==> config.mk <==
export PLATFORM = sky130hd
export DESIGN_NAME = hilo_unit
export DESIGN_NICKNAME = d
export VERILOG_FILES = /design/src/rtl/hilo_unit.sv
export SDC_FILE = /design/constraint.sdc
export NUM_CORES = 2
export LEC_CHECK = 0
export BUFFER_PORTS_ARGS = -buffer_cell sky130_fd_sc_hd__buf_2
export CAP_MARGIN = 20
export CORE_ASPECT_RATIO = 1.75
export CORE_MARGIN = 2
export CORE_UTILIZATION = 50
export DETAILED_ROUTE_END_ITERATION = 10
export PLACE_DENSITY = 0.66
export SLEW_MARGIN = 25
export SYNTH_ARGS = -nofsm -noshare
export SYNTH_HDL_FRONTEND = slang
export SYNTH_SLANG_ARGS = --single-unit
==> constraint.sdc <==
create_clock -name clk -period 16.55 [get_ports clk]
set_input_delay 0 -clock clk [delete_from_list [all_inputs] [get_ports clk]]
set_output_delay 0 -clock clk [all_outputs]
set_load 0.01 [all_outputs]
==> src/rtl/hilo_unit.sv <==
// HI/LO register unit: MTHI/MTLO moves, single-cycle multiply and
// multiply-accumulate, and a 32-step restoring divider with sign fix-up.

package hilo_pkg;
    typedef logic [31:0] word_t;

    typedef enum logic [3:0] {
        OP_NOP   = 4'd0,
        OP_MTHI  = 4'd1,
        OP_MTLO  = 4'd2,
        OP_MULT  = 4'd3,
        OP_MULTU = 4'd4,
        OP_MADD  = 4'd5,
        OP_MADDU = 4'd6,
        OP_MSUB  = 4'd7,
        OP_MSUBU = 4'd8,
        OP_DIV   = 4'd9,
        OP_DIVU  = 4'd10
    } op_t;
endpackage

// state | meaning
// IDLE  | ready for a request; MTHI/MTLO complete here
// MUL   | one cycle: product applied to {hi,lo} at the closing edge
// DIV   | 32 restoring iterations, one quotient bit per cycle
// FIX   | signs applied, lo=quotient, hi=remainder written at closing edge
module hilo_unit
    import hilo_pkg::*;
(
    input  logic  clk,
    input  logic  reset,
    input  logic  req_valid,
    output logic  req_ready,
    input  op_t   op,
    input  word_t vs,
    input  word_t vt,
    input  logic  flush,
    output logic  busy,
    output logic  done,
    output word_t hi,
    output word_t lo
);

    typedef enum logic [1:0] {S_IDLE, S_MUL, S_DIV, S_FIX} state_t;

    localparam logic [1:0] MODE_SET = 2'd0;
    localparam logic [1:0] MODE_ADD = 2'd1;
    localparam logic [1:0] MODE_SUB = 2'd2;

    state_t      state;
    word_t       a_q;          // multiplicand, or dividend shifting into quotient
    word_t       b_q;          // multiplier, or divisor magnitude
    word_t       rem_q;
    word_t       vs_q;         // original dividend, returned on divide by zero
    logic [4:0]  cnt_q;
    logic        mul_signed_q;
    logic [1:0]  mul_mode_q;
    logic        q_neg_q;
    logic        r_neg_q;
    logic        div_zero_q;

    logic        accept;
    logic        div_signed;
    word_t       vs_mag;
    word_t       vt_mag;
    logic [63:0] ext_a;
    logic [63:0] ext_b;
    logic [63:0] prod;
    logic [63:0] mul_res;
    logic [32:0] div_shift;
    logic [32:0] div_diff;

    assign req_ready = (state == S_IDLE);
    assign busy      = (state != S_IDLE);
    assign accept    = req_valid && req_ready && !flush;

    // done is gated by flush/reset so a cancelled final cycle never pulses
    assign done = (state == S_MUL || state == S_FIX) && !flush && !reset;

    // operand magnitudes for signed divide
    always_comb begin
        div_signed = (op == OP_DIV);
        vs_mag     = (div_signed && vs[31]) ? (~vs + 32'd1) : vs;
        vt_mag     = (div_signed && vt[31]) ? (~vt + 32'd1) : vt;
    end

    // 64-bit product (sign-extended operands give the signed product mod 2^64) and accumulate
    always_comb begin
        ext_a = {{32{mul_signed_q & a_q[31]}}, a_q};
        ext_b = {{32{mul_signed_q & b_q[31]}}, b_q};
        prod  = ext_a * ext_b;
        case (mul_mode_q)
            MODE_ADD: mul_res = {hi, lo} + prod;
            MODE_SUB: mul_res = {hi, lo} - prod;
            default:  mul_res = prod;
        endcase
    end

    // one restoring-division trial subtraction
    always_comb begin
        div_shift = {rem_q, a_q[31]};
        div_diff  = div_shift - {1'b0, b_q};
    end

    // control FSM and HI/LO datapath registers
    always_ff @(posedge clk) begin
        if (reset) begin
            state        <= S_IDLE;
            hi           <= '0;
            lo           <= '0;
            a_q          <= '0;
            b_q          <= '0;
            rem_q        <= '0;
            vs_q         <= '0;
            cnt_q        <= '0;
            mul_signed_q <= 1'b0;
            mul_mode_q   <= MODE_SET;
            q_neg_q      <= 1'b0;
            r_neg_q      <= 1'b0;
            div_zero_q   <= 1'b0;
        end else if (state != S_IDLE && flush) begin
            state <= S_IDLE;
        end else begin
            case (state)
                S_IDLE: begin
                    if (accept) begin
                        case (op)
                            OP_MTHI: hi <= vs;
                            OP_MTLO: lo <= vs;
                            OP_MULT, OP_MULTU, OP_MADD, OP_MADDU, OP_MSUB, OP_MSUBU: begin
                                a_q          <= vs;
                                b_q          <= vt;
                                mul_signed_q <= (op == OP_MULT) || (op == OP_MADD) || (op == OP_MSUB);
                                if (op == OP_MADD || op == OP_MADDU)
                                    mul_mode_q <= MODE_ADD;
                                else if (op == OP_MSUB || op == OP_MSUBU)
                                    mul_mode_q <= MODE_SUB;
                                else
                                    mul_mode_q <= MODE_SET;
                                state <= S_MUL;
                            end
                            OP_DIV, OP_DIVU: begin
                                a_q        <= vs_mag;
                                b_q        <= vt_mag;
                                rem_q      <= '0;
                                vs_q       <= vs;
                                cnt_q      <= 5'd31;
                                q_neg_q    <= div_signed && (vs[31] ^ vt[31]);
                                r_neg_q    <= div_signed && vs[31];
                                div_zero_q <= (vt == '0);
                                state      <= S_DIV;
                            end
                            default: ;
                        endcase
                    end
                end
                S_MUL: begin
                    {hi, lo} <= mul_res;
                    state    <= S_IDLE;
                end
                S_DIV: begin
                    if (!div_diff[32]) begin
                        rem_q <= div_diff[31:0];
                        a_q   <= {a_q[30:0], 1'b1};
                    end else begin
                        rem_q <= div_shift[31:0];
                        a_q   <= {a_q[30:0], 1'b0};
                    end
                    if (cnt_q == 5'd0)
                        state <= S_FIX;
                    else
                        cnt_q <= cnt_q - 5'd1;
                end
                S_FIX: begin
                    if (div_zero_q) begin
                        lo <= 32'hFFFF_FFFF;
                        hi <= vs_q;
                    end else begin
                        lo <= q_neg_q ? (~a_q + 32'd1) : a_q;
                        hi <= r_neg_q ? (~rem_q + 32'd1) : rem_q;
                    end
                    state <= S_IDLE;
                end
                default: state <= S_IDLE;
            endcase
        end
    end

endmodule

==> results.md <==
- Initial Util: approximately 50%
- Synth top area share: 39.6%
- Full die area: roughly 120000 um^2
- Post-DP HPWL: 171000 um
- Maximum capacitance violations: 0
- Sequential power share: around 21%
- Post-synthesis simple-gate area fraction: 17.5%
- RSZ-0062 raised after global routing: no
- Starting DRC count in detailed routing: a little under 4000
- Psw: around 0.0013 W
- Vias in the first global route: roughly 54000
- GR Util met1: roughly two fifths
- Max Fanout on Critical Path: 33
- Startpoint types: register
- Mux cell area share after synthesis: less than 1%
- Most used DFF post-synth: dfxtp_1
- Setup TNS: 0 ps
- Layout Skew: around 23 ps
- Design Area, Final: between 60000 and 70000 um^2
- Critical Path AT: around 14000 ps
- Pre-Repair DR Iteration Count: 5
- Number of port buffers: approximately 140
- Met3 usage: ~5.3%
- Post-Syn Instances: about 6900
- Final wirelength: 218000 um
- LEAKAGE: approximately 28 nW
- Syn Std Cell Area: roughly 57000 um^2
- # nets final: 8361
- All-layer global routing usage: between 30% and 40%
- GR Layer Usage met2: around 65%
- Area growth syn-to-layout: 6.46%
- Switching fraction of total power: 49.0%
- YS warnings: 0
- Peak Freq: ~0.073 GHz
- Largest family of logic cells by synthesized area: adder cells
- Sequential area share after synthesis: 7.21%
- Status: completed
- WP data required: approximately 17000 ps
- Slew HR: about a fifth
- Yosys top cell by area: fa_1
- Worst slew pin tran: about 1200 ps
- Clock period minus worst slack: around 14000 ps
- Fill cells: 10700
- Element type at the critical path end: register
- Die height: 450 um
- Avg Inst Size Synth: 8.25 um^2
- Max Slew Vio Count: 0
- Inserted Clock Buffers: 27
- Crit Path Class: reg2reg
- Comb pwr share: a little under three fifths
- Setup repair bufs after CTS: 0
- Syn nets: between 8000 and 9000
- Gp weighted congestion: 1.02
- # IOs: roughly 140
- Ranking of synthesized cells by area: fa_1 (40%), inv_1 (8.0%), dfxtp_1 (7.2%), ha_1 (6.9%), nand2_1 (6.8%)
- XOR/XNOR share of the synthesized area: between 5 and 6%
- Post-synthesis compound-gate area fraction: between 10% and 20%
- Cell mode on critical path: fa_1
- Number of flops mapped to enable cells by yosys: 0
- TritonCTS clock tree: done
- Final hold violations: 0
- Largest stage delay, worst path: 780 ps
- Largest net degree at the start of global routing: 77
- Htree depth: 1
- Antenna violations before repair: 14
- Routed Antenna Nets: 0
- Core Area: 113000 um^2
- Internal: 0.00134 W
- Dpl cell area: between 50000 and 60000 um^2
- First-pass GRT wire length: ~330000 um
- Pwr Density: 43.4 nW/um^2
- TritonCTS Sinks: between 200 and 250
- Routed wire per std cell: 26.0 um
- Post-cts resize count: 0
- Clock Latency Late Sink: 630 ps
- Root buf cell: clkbuf_16
- Clock transition at path regs: 70 ps
- Synth async-reset ratio: 0%
- Synth cell types: 89
- Adder-cell area share of the yosys netlist: 46.6%
- Num rows: around 160
- Hold buffer count at CTS: between 90 and 100
- CP max-delay cell: nor4_1
- Die span in x: between 200 and 300 um
- GRT Max-Usage Layer: met2
- Layout cell share with drive strength beyond 1: under 10%
- Clock power share: 24.2%
- Vias per cell: 5.99
- Final Core Density: 53.7%
- Remaining routing DRC violations: 0
- Final Cycle Share: 82.6%
- GRT overflow: 0
- Via count: 50000
- Hold crit path type: in2reg
- Final setup fails: 0
- Worst vdd ir: 77.1 uV
- Clk buf depth: 3
- #FFs+latches synth: around 210
- Final Power: about 0.0026 W
## synthesized netlist by cell type, types with 30 or more instances
cell type	instances
a21o_1	81
or3_1	38
xnor2_1	201
and2_1	326
o31ai_1	41
and3_1	45
fa_1	1127
dfxtp_1	205
o211ai_1	30
nand2_1	1031
a31oi_1	36
nand3_1	50
inv_1	1206
buf_1	57
xor2_1	132
nand4_1	32
a211oi_1	90
o21ai_0	211
nor3_1	78
a21oi_1	336
a311oi_1	41
o21a_1	34
ha_1	316
clkbuf_1	354
nor2_1	418
## cell usage in the layout (no fill, tap or decap), types with 16 or more instances in the layout
cell           Yosys  final
nor3_1            78     78
fa_1            1127   1126
buf_2              9    137
o211ai_1          30     30
inv_1           1206   1206
a21o_1            81     81
nand3_1           50     50
nand2b_1          24     24
xnor2_1          201    201
or3_1             38     38
a311oi_1          41     41
dfxtp_1          205    189
o21ai_0          211    211
o221ai_1          28     28
a21oi_1          336    336
dfxtp_2            0     16
o21a_1            34     34
or2_2             21     21
nor2b_1           23     23
a221oi_1          18     18
xor2_1           132    131
nand4_1           32     32
mux2i_1           20     20
buf_4              0    108
dlygate4sd3_1      0     95
o21bai_1          28     28
o31ai_1           41     41
ha_1             316    315
clkbuf_16          0     27
nor4_1            24     24
nor2_1           418    414
and3_1            45     45
a211oi_1          90     90
a31oi_1           36     36
and2_1           326    325
nand2_1         1031   1030
## routing by layer
metal	vias to the layer above	wire length (um)	part of all wire (%)
li1	21500	-	-
met1	25100	72600	33
met2	2560	105000	48
met3	893	15600	7.2
met4	12	23900	11
met5	-	78	0.036
## final timing paths
check                                          start  cells after the start                   end  slack [ps]
worst min register to register  vs_q[7]$_SDFFE_PP0P_                      2  vs_q[7]$_SDFFE_PP0P_         460
worst min-delay path                           vs[8]                      4  vs_q[8]$_SDFFE_PP0P_         250
worst max register to register  a_q[20]$_SDFFE_PP0P_                     42   hi[28]$_SDFFE_PP0P_        2890
worst max-delay path            a_q[20]$_SDFFE_PP0P_                     42   hi[28]$_SDFFE_PP0P_        2890
## kinds of logic (layout without fill, tap and decap cells)
group           after synthesis  after routing
buf+inv                    1630           1598
fa+ha+maj                  1443           1443
simple gates               2173           2173
xor+xnor                    333            333
other cells                   0              1
mux                          21             21
flops                       205            205
compound gates             1093           1093
## flip-flops by register name, indices dropped and copies added, names as in the netlist
name,count
a_q,32
b_q,32
cnt_q,5
div_zero_q,1
hi,32
lo,32
mul_mode_q,2
mul_signed_q,1
q_neg_q,1
r_neg_q,1
rem_q,32
state,2
vs_q,32
## worst max-delay path, delay by kind of cell, from the launching register on
kind	cells	cell delay, ps
XOR/XNOR	2	330
AND/OR/NAND/NOR	14	3830
adder cells (fa/ha/maj)	10	4900
buffers and inverters	8	1120
AO/OA/AOI/OAI	8	2910
flip-flops	1	410
## stage by stage
step / setup slack, ps / hold WS [ps] / cells
floorplan: 5140 / 136 / 6898
global placement: 3290 / 304 / 8207
detailed placement: 3170 / 304 / 8207
CTS: 3120 / 213 / 8351
global route: 2320 / 256 / 8351
finish: 2890 / 254 / 8352
## power by group through the flow
stage / sequential [W] / combinational, W / clock [W]
after CTS: 0.000542 / 0.00141 / 0.000639
final: 0.000543 / 0.00145 / 0.000637
after global routing: 0.000544 / 0.00156 / 0.000656
after detailed placement: 0.000553 / 0.00139 / 0
after global placement: 0.000552 / 0.00138 / 0
after floorplan: 0.000534 / 0.000951 / 0
## layout make-up
type	instances	area [um^2]	area share [%]
antenna	1	2.50	0.00413
clock buffer	37	743	1.23
clock inverter	12	136	0.225
inverter	1208	4530	7.48
multi-input combinational	5063	46700	77.1
sequential	205	4120	6.81
tap	1485	1860	3.07
timing repair buffer	341	2460	4.06
(Power assumes the default switching activity.)
